<file path="src/rtl/dino_pkg.sv">
// Shared types and constants for the ground scroller.
// Holds the FSM encodings, the LFSR taps and seed, and the LFSR step function.
package dino_pkg;

  localparam int GROUND_W = 320;

  typedef enum logic {
    IDLE  = 1'b0,
    SHIFT = 1'b1
  } scroll_state_t;

  typedef enum logic {
    FLAT = 1'b0,
    BUMP = 1'b1
  } gen_state_t;

  // Taps at bits 15,13,12,10: x^16 + x^14 + x^13 + x^11 + 1
  localparam logic [15:0] LFSR_TAPS = 16'hB400;
  localparam logic [15:0] LFSR_SEED = 16'hACE1;

  function automatic logic [15:0] lfsr_next(input logic [15:0] l);
    return {l[14:0], ^(l & LFSR_TAPS)};
  endfunction

endpackage

</file>
<file path="src/rtl/ground_lfsr.sv">
// 16-bit Fibonacci LFSR that steps once per cycle while en is high.
// Reset loads SEED, which must be non-zero.
module ground_lfsr
  import dino_pkg::*;
#(
  parameter logic [15:0] SEED = LFSR_SEED
) (
  input  logic        vga_clk,
  input  logic        clrn,
  input  logic        en,
  output logic [15:0] q
);

  always_ff @(posedge vga_clk) begin
    if (!clrn) begin
      q <= SEED;
    end else if (en) begin
      q <= lfsr_next(q);
    end
  end

endmodule

</file>
<file path="src/rtl/ground_scroller.sv">
// Scrolls the ground bitmap left by `speed` pixels after each rising edge of vs,
// feeding new pixels from an LFSR-driven flat/bump generator and counting distance.
module ground_scroller
  import dino_pkg::*;
#(
  parameter int          W        = GROUND_W,
  parameter int          SPEED_W  = 4,
  parameter int          MIN_FLAT = 8,
  parameter logic [15:0] SEED     = LFSR_SEED
) (
  input  logic               vga_clk,
  input  logic               clrn,
  input  logic               run,
  input  logic               clear,
  input  logic [SPEED_W-1:0] speed,
  input  logic               vs,
  output logic [W-1:0]       px_ground,
  output logic [15:0]        distance,
  output logic               busy
);

  logic               vs_d1, vs_d2;
  logic               tick;
  scroll_state_t      state, state_nx;
  logic [SPEED_W-1:0] rem, rem_nx;
  logic               shift;
  gen_state_t         gen, gen_nx;
  logic [8:0]         cnt, cnt_nx;
  logic [15:0]        lfsr_q;

  assign tick = vs_d1 & ~vs_d2;
  assign busy = (state == SHIFT);

  ground_lfsr #(.SEED(SEED)) u_lfsr (
    .vga_clk (vga_clk),
    .clrn    (clrn),
    .en      (shift),
    .q       (lfsr_q)
  );

  // Scroll sequencer: a dropped run aborts the burst without shifting.
  always_comb begin
    state_nx = state;
    rem_nx   = rem;
    shift    = 1'b0;
    if (clear) begin
      state_nx = IDLE;
    end else begin
      case (state)
        IDLE: begin
          if (tick && run && (speed != '0)) begin
            state_nx = SHIFT;
            rem_nx   = speed;
          end
        end
        SHIFT: begin
          if (!run) begin
            state_nx = IDLE;
          end else begin
            shift  = 1'b1;
            rem_nx = rem - SPEED_W'(1);
            if (rem == SPEED_W'(1)) begin
              state_nx = IDLE;
            end
          end
        end
        default: state_nx = IDLE;
      endcase
    end
  end

  // Run lengths are drawn from the LFSR value before it advances on this shift.
  always_comb begin
    gen_nx = gen;
    cnt_nx = cnt;
    if (clear) begin
      gen_nx = FLAT;
      cnt_nx = 9'(MIN_FLAT);
    end else if (shift) begin
      if (cnt == 9'd1) begin
        if (gen == BUMP) begin
          gen_nx = FLAT;
          cnt_nx = 9'(MIN_FLAT) + {4'b0, lfsr_q[4:0]};
        end else begin
          gen_nx = BUMP;
          cnt_nx = 9'd1 + {7'b0, lfsr_q[1:0]};
        end
      end else begin
        cnt_nx = cnt - 9'd1;
      end
    end
  end

  always_ff @(posedge vga_clk) begin
    if (!clrn) begin
      vs_d1     <= 1'b1;
      vs_d2     <= 1'b1;
      state     <= IDLE;
      rem       <= '0;
      gen       <= FLAT;
      cnt       <= 9'(MIN_FLAT);
      px_ground <= '0;
      distance  <= '0;
    end else begin
      vs_d1 <= vs;
      vs_d2 <= vs_d1;
      state <= state_nx;
      rem   <= rem_nx;
      gen   <= gen_nx;
      cnt   <= cnt_nx;
      if (clear) begin
        px_ground <= '0;
        distance  <= '0;
      end else if (shift) begin
        px_ground <= {(gen == BUMP), px_ground[W-1:1]};
        if (distance != 16'hFFFF) begin
          distance <= distance + 16'd1;
        end
      end
    end
  end

endmodule

</file>
<file path="config.mk">
export PLATFORM = sky130hd
export DESIGN_NAME = ground_scroller
export DESIGN_NICKNAME = d
export VERILOG_FILES = /design/src/rtl/dino_pkg.sv /design/src/rtl/ground_lfsr.sv /design/src/rtl/ground_scroller.sv
export SDC_FILE = /design/constraint.sdc
export NUM_CORES = 1
export LEC_CHECK = 0
export CORE_UTILIZATION = 49
export CTS_CLUSTER_SIZE = 12
export DETAILED_ROUTE_END_ITERATION = 7
export PLACE_DENSITY = 0.89
export REMOVE_ABC_BUFFERS = 1
export SYNTH_ARGS = -nofsm -noshare
export SYNTH_HDL_FRONTEND = slang
export SYNTH_HIERARCHICAL = 1
export SYNTH_SLANG_ARGS = --single-unit
</file>
<file path="constraint.sdc">
create_clock -name vga_clk -period 2 [get_ports vga_clk]
set_clock_uncertainty 0.05 [all_clocks]
set_input_delay 0.4 -clock vga_clk [delete_from_list [all_inputs] [get_ports vga_clk]]
set_output_delay 0.4 -clock vga_clk [all_outputs]
set_load 0.05 [all_outputs]
</file>
## Yosys cells after proc, flatten, opt, wreduce, memory -nomap -nowiden

Index checks and enable logic that the tools add are counted.

| storage, ports and cells | value |
|---|---|
| word-level logic and storage cells | 45 |
| input bits | 9 |
| register bits | 369 |
| output and inout port bits | 337 |

| operators by class | value |
|---|---|
| equality and inequality tests | 5 |
| reduce and logical (&&, ||, !) cells | 8 |
| multiplexer cells | 13 |
| bitwise gates (word level) | 5 |
| $add $sub $neg | 5 |

Operator list:

| kind | number |
|---|---|
| adder 16 x 1 -> 16 bit (second input constant) | 1 |
| != test 16 bit (second input constant) | 1 |
| parity 16 bit | 1 |
| == test 9 x 1 -> 1 bit (second input constant) | 1 |
| 2-to-1 mux 9 bit | 1 |
| subtractor 9 x 1 -> 9 bit (second input constant) | 1 |
| 2-to-1 mux 4 bit | 2 |
| case mux 4 bit (2 select lines) | 1 |
| 2-to-1 mux 1 bit | 7 |
| adder 4 x 5 -> 6 bit (first input constant) | 1 |
| 2-to-1 mux 6 bit | 1 |
| == test 4 x 1 -> 1 bit (second input constant) | 1 |
| != test 2 bit (second input constant) | 2 |
| NOT 1 bit | 4 |
| AND reduction 2 bit | 2 |
| nonzero test 4 bit | 1 |
| subtractor 4 x 1 -> 4 bit (second input constant) | 1 |
| adder 1 x 2 -> 3 bit (first input constant) | 1 |
| AND reduction 3 bit | 1 |
| logical AND 1 bit | 2 |
| case mux 1 bit (2 select lines) | 1 |
| OR reduction 2 bit | 1 |
| AND 1 bit | 1 |

## Logic depth before layout (Yosys ltp)

| depth | value |
|---|---|
| word-level depth | 6 |
| gate-level depth with buffers | 7 |
| gate-level depth less buffers | 6 |

## Modules after synthesis

The synthesis kept the hierarchy.

Modules (own cells, without submodules):

| module | cells each | sequential area each (um2) | area an instance (um2) | times used |
|---|---|---|---|---|
| ground_scroller | 1603 | 7066.8 | 12679.7 | 1 |
| ground_lfsr | 54 | 320.3 | 630.6 | 1 |

## Worst setup path after synthesis

OpenSTA, ideal clock, no wires.

| timing | value |
|---|---|
| path kind | register to register |
| from | register state, in the netlist busy |
| to | register distance[5] |
| cell stages (with the launch flop) | 7 |
| library setup time | 0.070 ns |
| period minus slack after synthesis | 1.989 ns |
| required time | 1.880 ns |
| path buffers | 1 |
| arrival time | 1.868 ns |
| path slack | 0.011 ns |
| path through | dfxtp_1 > nand3b_4 > inv_2 > nand4_1 > buf_2 > or4_1 > a21oi_1 |

| between the ends | value |
|---|---|
| cells in the longest elaborated chain, start to end | 3 |

RTL lines:

| what | RTL line | text |
|---|---|---|
| from (decl) | ground_scroller.sv:24 | `scroll_state_t state, state_nx;` |
| from (signal assigned) | ground_scroller.sv:107 | `state <= state_nx;` |
| 2-to-1 mux 1 bit | ground_scroller.sv:49 | `case (state)` |
| 2-to-1 mux 1 bit | ground_scroller.sv:46 | `if (clear) begin` |
| AND reduction 2 bit (no source line) | - |  |
| to (signal assigned) | ground_scroller.sv:117 | `distance <= distance + 16'd1;` |
| to (decl) | ground_scroller.sv:18 | `output logic [15:0] distance,` |

Every way passes these cells.
A chain may end at the register's enable or synchronous reset.

## Final worst setup path

| timing | value |
|---|---|
| from | register px_ground[255] |
| to | output px_ground[255] |

RTL lines:

| what | RTL line | text |
|---|---|---|
| from (decl) | ground_scroller.sv:17 | `output logic [W-1:0] px_ground,` |
| from (signal assigned) | ground_scroller.sv:115 | `px_ground <= {(gen == BUMP), px_ground[W-1:1]};` |

No word-level cell between the ends.

==> metrics.md <==
| Metric | Value |
|---|---|
| H-tree Lvls | `2` |
| Period minus WS final | `between 1.5 and 2 ns` |
| Setup Viol. Count Final | `0` |
| Fin. max-slew vios | `0` |
| Core Region | `about 26000 sq um` |
| Worst hold slack | `between 0.4 and 0.5 ns` |
| Gpl congestion | `~0.86` |
| Synth warn | `6` |
| CTS Buffer Depth | `3` |
| CP required | `~1.6 ns` |
| GRT overflow | `0` |
| Average size of a mapped cell | `roughly 8.0 sq um` |
| Largest net degree at the start of global routing | `46` |
| # diodes | `0` |
| VDD IR max | `675.9 uV` |
| Share of cells above drive strength 1 | `between 10 and 15%` |
| Arrival @ worst endpoint | `between 1 and 1.5 ns` |
| Worst min-delay path class | `reg2reg` |
| Critical Setup Path Class | `reg2out` |
| Library cells used by synthesis | `about 50` |
| Detailed-route DRC error count | `0` |
| Total setup buffers inserted after CTS | `0` |
| Yosys top cell area share | `a little under three fifths` |
| Placement row count | `between 50 and 60` |
| Hold Fails Final Rpt | `0` |
| Cell Chain, Critical Path | `dlygate4sd2_1` |
| Pwr Density | `roughly 780 nW/um^2` |
| Unrepaired setup endpoints after global routing | `false` |
| Synthesized instance count | `around 1700` |
| CP Launch Type | `flip-flop` |
| Crit path largest cell delay | `between 0.5 and 0.6 ns` |
| Initial Util | `a little over 50%` |
| CP top delay family | `buffers and inverters` |
| Sw Ratio | `between 20% and 30%` |
| Post-layout net count | `around 2000` |
| Mapped Area | `13310 sq um` |
| Num CTS Buffers | `38` |
| Status | `complete, no violations` |
| Synth top area cells | `dfxtp_1 55%, nand2_1 19%, a21oi_1 13%` |
| Clock sink count | `369` |
| Slowest CP cell | `dlygate4sd2_1` |
| Clock Power Share | `between 40% and 50%` |
| Max_cap viols | `0` |
| Post-DP HPWL | `between 20000 and 30000 microns` |
| Final setup margin | `roughly 0.069 ns` |
| Async set-reset flop share out of synthesis | `0%` |
| Root Buffer | `clkbuf_16` |
| Worst slack, placed | `-0.1506 ns` |
| Largest area contributor in the netlist | `dfxtp_1` |
| Crit path buffers/inverters | `1` |
| Total GRT Usage | `26.16%` |
| FF-to-FF setup slack | `approximately 0.24 ns` |
| DR vias/cell | `5.406` |
| Initial antenna violation count | `0` |
| Worst Setup End Kind | `primary output` |
| Reg clk slew, reported paths | `0.06 ns` |
| Worst Tran Pin Value | `roughly 0.64 ns` |
| Max Fclk | `a little over 500 MHz` |
| Top-Level Pins | `~350` |
| Vias | `about 13000` |
| PortBufs | `about 350` |
| Drt initial violations | `1110` |
| Horiz. Die Dim | `166.8 microns` |
| Part of the power in registers | `between 50 and 60%` |
| Pint | `0.01137 W` |
| Yosys reg bits | `369` |
| First-pass GRT wire length | `between 60000 and 70000 microns` |
| Clk_lat worst skew | `around 0.5 ns` |
| Die Ht | `166.8 microns` |
| Leakage power | `7.384 nW` |
| DR WL/cell | `approximately 16 microns` |
| WL final | `about 37000 microns` |
| Post-synthesis sequential area ratio | `55.50%` |
| Fin crit share | `between 90% and 100%` |
| Switching power total | `between 0.002 and 0.003 W` |
| Slew HR | `roughly 57%` |
| # fillers | `between 2000 and 2500` |
| Antenna Violating Nets Remaining | `0` |
| Most common flop cell mapped by yosys | `dfxtp_1` |
| Comb pwr share | `under 10%` |
| Number of enable flip-flop cells after synthesis | `0` |
| TritonCTS clock tree | `done` |
| Critical Path Fanout Max | `3` |
| Vias in the first global route | `roughly 12000` |
| Area delta synth->final | `37.36%` |
| Total Die Area | `27830 sq um` |
| DRT Pass-1 Iters | `5` |
[registers in the layout, summed over array words and instances (netlist names)]
register   count
cnt            9
u_lfsr/q      16
rem            4
gen            1
distance      16
px_ground    320
busy           1
vs_d2          1
vs_d1          1
[final cells by class]
type | count | area (sq um) | area share, %
inverters | 9 | 33.78 | 0.1848
flip-flops and latches | 369 | 7387 | 40.41
clock buffers | 56 | 1142 | 6.248
clock inverters | 2 | 10.01 | 0.05475
multi-input cells | 1161 | 5400 | 29.54
well taps | 335 | 419.2 | 2.293
repair buffers | 423 | 3890 | 21.28
[Yosys cell counts, drive strengths merged, types with 4 or more instances]
master / instances
or3: 4
clkbuf: 77
nor2b: 11
xor2: 4
mux2i: 24
nand3: 9
nor4: 4
nand4: 8
inv: 9
a31oi: 5
nand2b: 6
or4: 6
o31ai: 5
buf: 41
nor2: 13
xnor2: 4
o21ai: 7
ha: 7
dfxtp: 369
a21oi: 336
nand2: 671
[stage by stage]
| stage | setup TNS [ns] | total power (W) | area (sq um) | cells | utilization [%] |
|---|---|---|---|---|---|
| 2_1_floorplan | -1632.07 | 0.007633 | 12800 | 1539 | - |
| 3_3_place_gp | -0.5518 | 0.007793 | 17410 | 2297 | 66.07 |
| 3_5_place_dp | -1.630 | 0.007800 | 17410 | 2297 | 66.07 |
| 4_1_cts | 0 | 0.01436 | 18280 | 2355 | 69.37 |
| 5_1_grt | 0 | 0.01473 | 18280 | 2355 | 69.37 |
| 6_report | 0 | 0.01427 | 18280 | 2355 | 69.37 |
[power by group through the flow]
stage	Clock, W	Sequential, W	Combinational (W)
2_1_floorplan	0	0.00752	0.000114
3_3_place_gp	0	0.00752	0.000274
3_5_place_dp	0	0.00752	0.000280
4_1_cts	0.00672	0.00736	0.000282
5_1_grt	0.00707	0.00735	0.000305
6_report	0.00663	0.00736	0.000285
[placed cells by master, fill, tap and decap left out, types with 9 or more instances in the layout]
| master | n |
|---|---|
| buf_4 | 157 |
| a21oi_1 | 336 |
| dlygate4sd2_1 | 225 |
| nand2_1 | 669 |
| nand3_1 | 9 |
| dfxtp_1 | 369 |
| mux2i_1 | 24 |
| buf_12 | 33 |
| clkbuf_1 | 9 |
| nor2b_1 | 11 |
| clkbuf_16 | 41 |
| nor2_1 | 13 |
[final timing paths]
| kind | start | to | depth (start not counted) |
|---|---|---|---|
| setup / recovery | px_ground[255]$_SDFFE_PP0P_ | px_ground[255] | 1 |
| hold / removal | px_ground[0]$_SDFFE_PP0P_ | px_ground[0]$_SDFFE_PP0P_ | 2 |
| setup reg to reg | distance[0]$_SDFFE_PP0P_ | distance[9]$_SDFFE_PP0P_ | 6 |
| hold reg to reg | px_ground[0]$_SDFFE_PP0P_ | px_ground[0]$_SDFFE_PP0P_ | 2 |
[repair_timing]
item,in CTS,in global routing
hold buffers,0,0
endpoints found under the setup margin,225,0
resized for setup,225,0
hold endpoints to repair,0,0
[per-layer routing]
metal  GRT usage (%)  part of all wire [%]  up-vias  wire, microns
met2           45.38                    49      561          18310
met4           10.95                   4.1        0           1520
li1                -                     -     6114              -
met1           31.37                    39     5946          14640
met5               0                     0        -              0
met3           5.537                   7.8      110           2936
[cells by family after synthesis]
family / count (synthesis) / share of synthesized area (%)
buf+inv: 127 / 4.061
fa+ha+maj: 7 / 0.6580
simple gates: 750 / 22.75
mux: 27 / 2.059
compound gates: 369 / 14.39
flops: 369 / 55.50
xor+xnor: 8 / 0.5829
No activity file was read; power rests on OpenSTA's default activity.
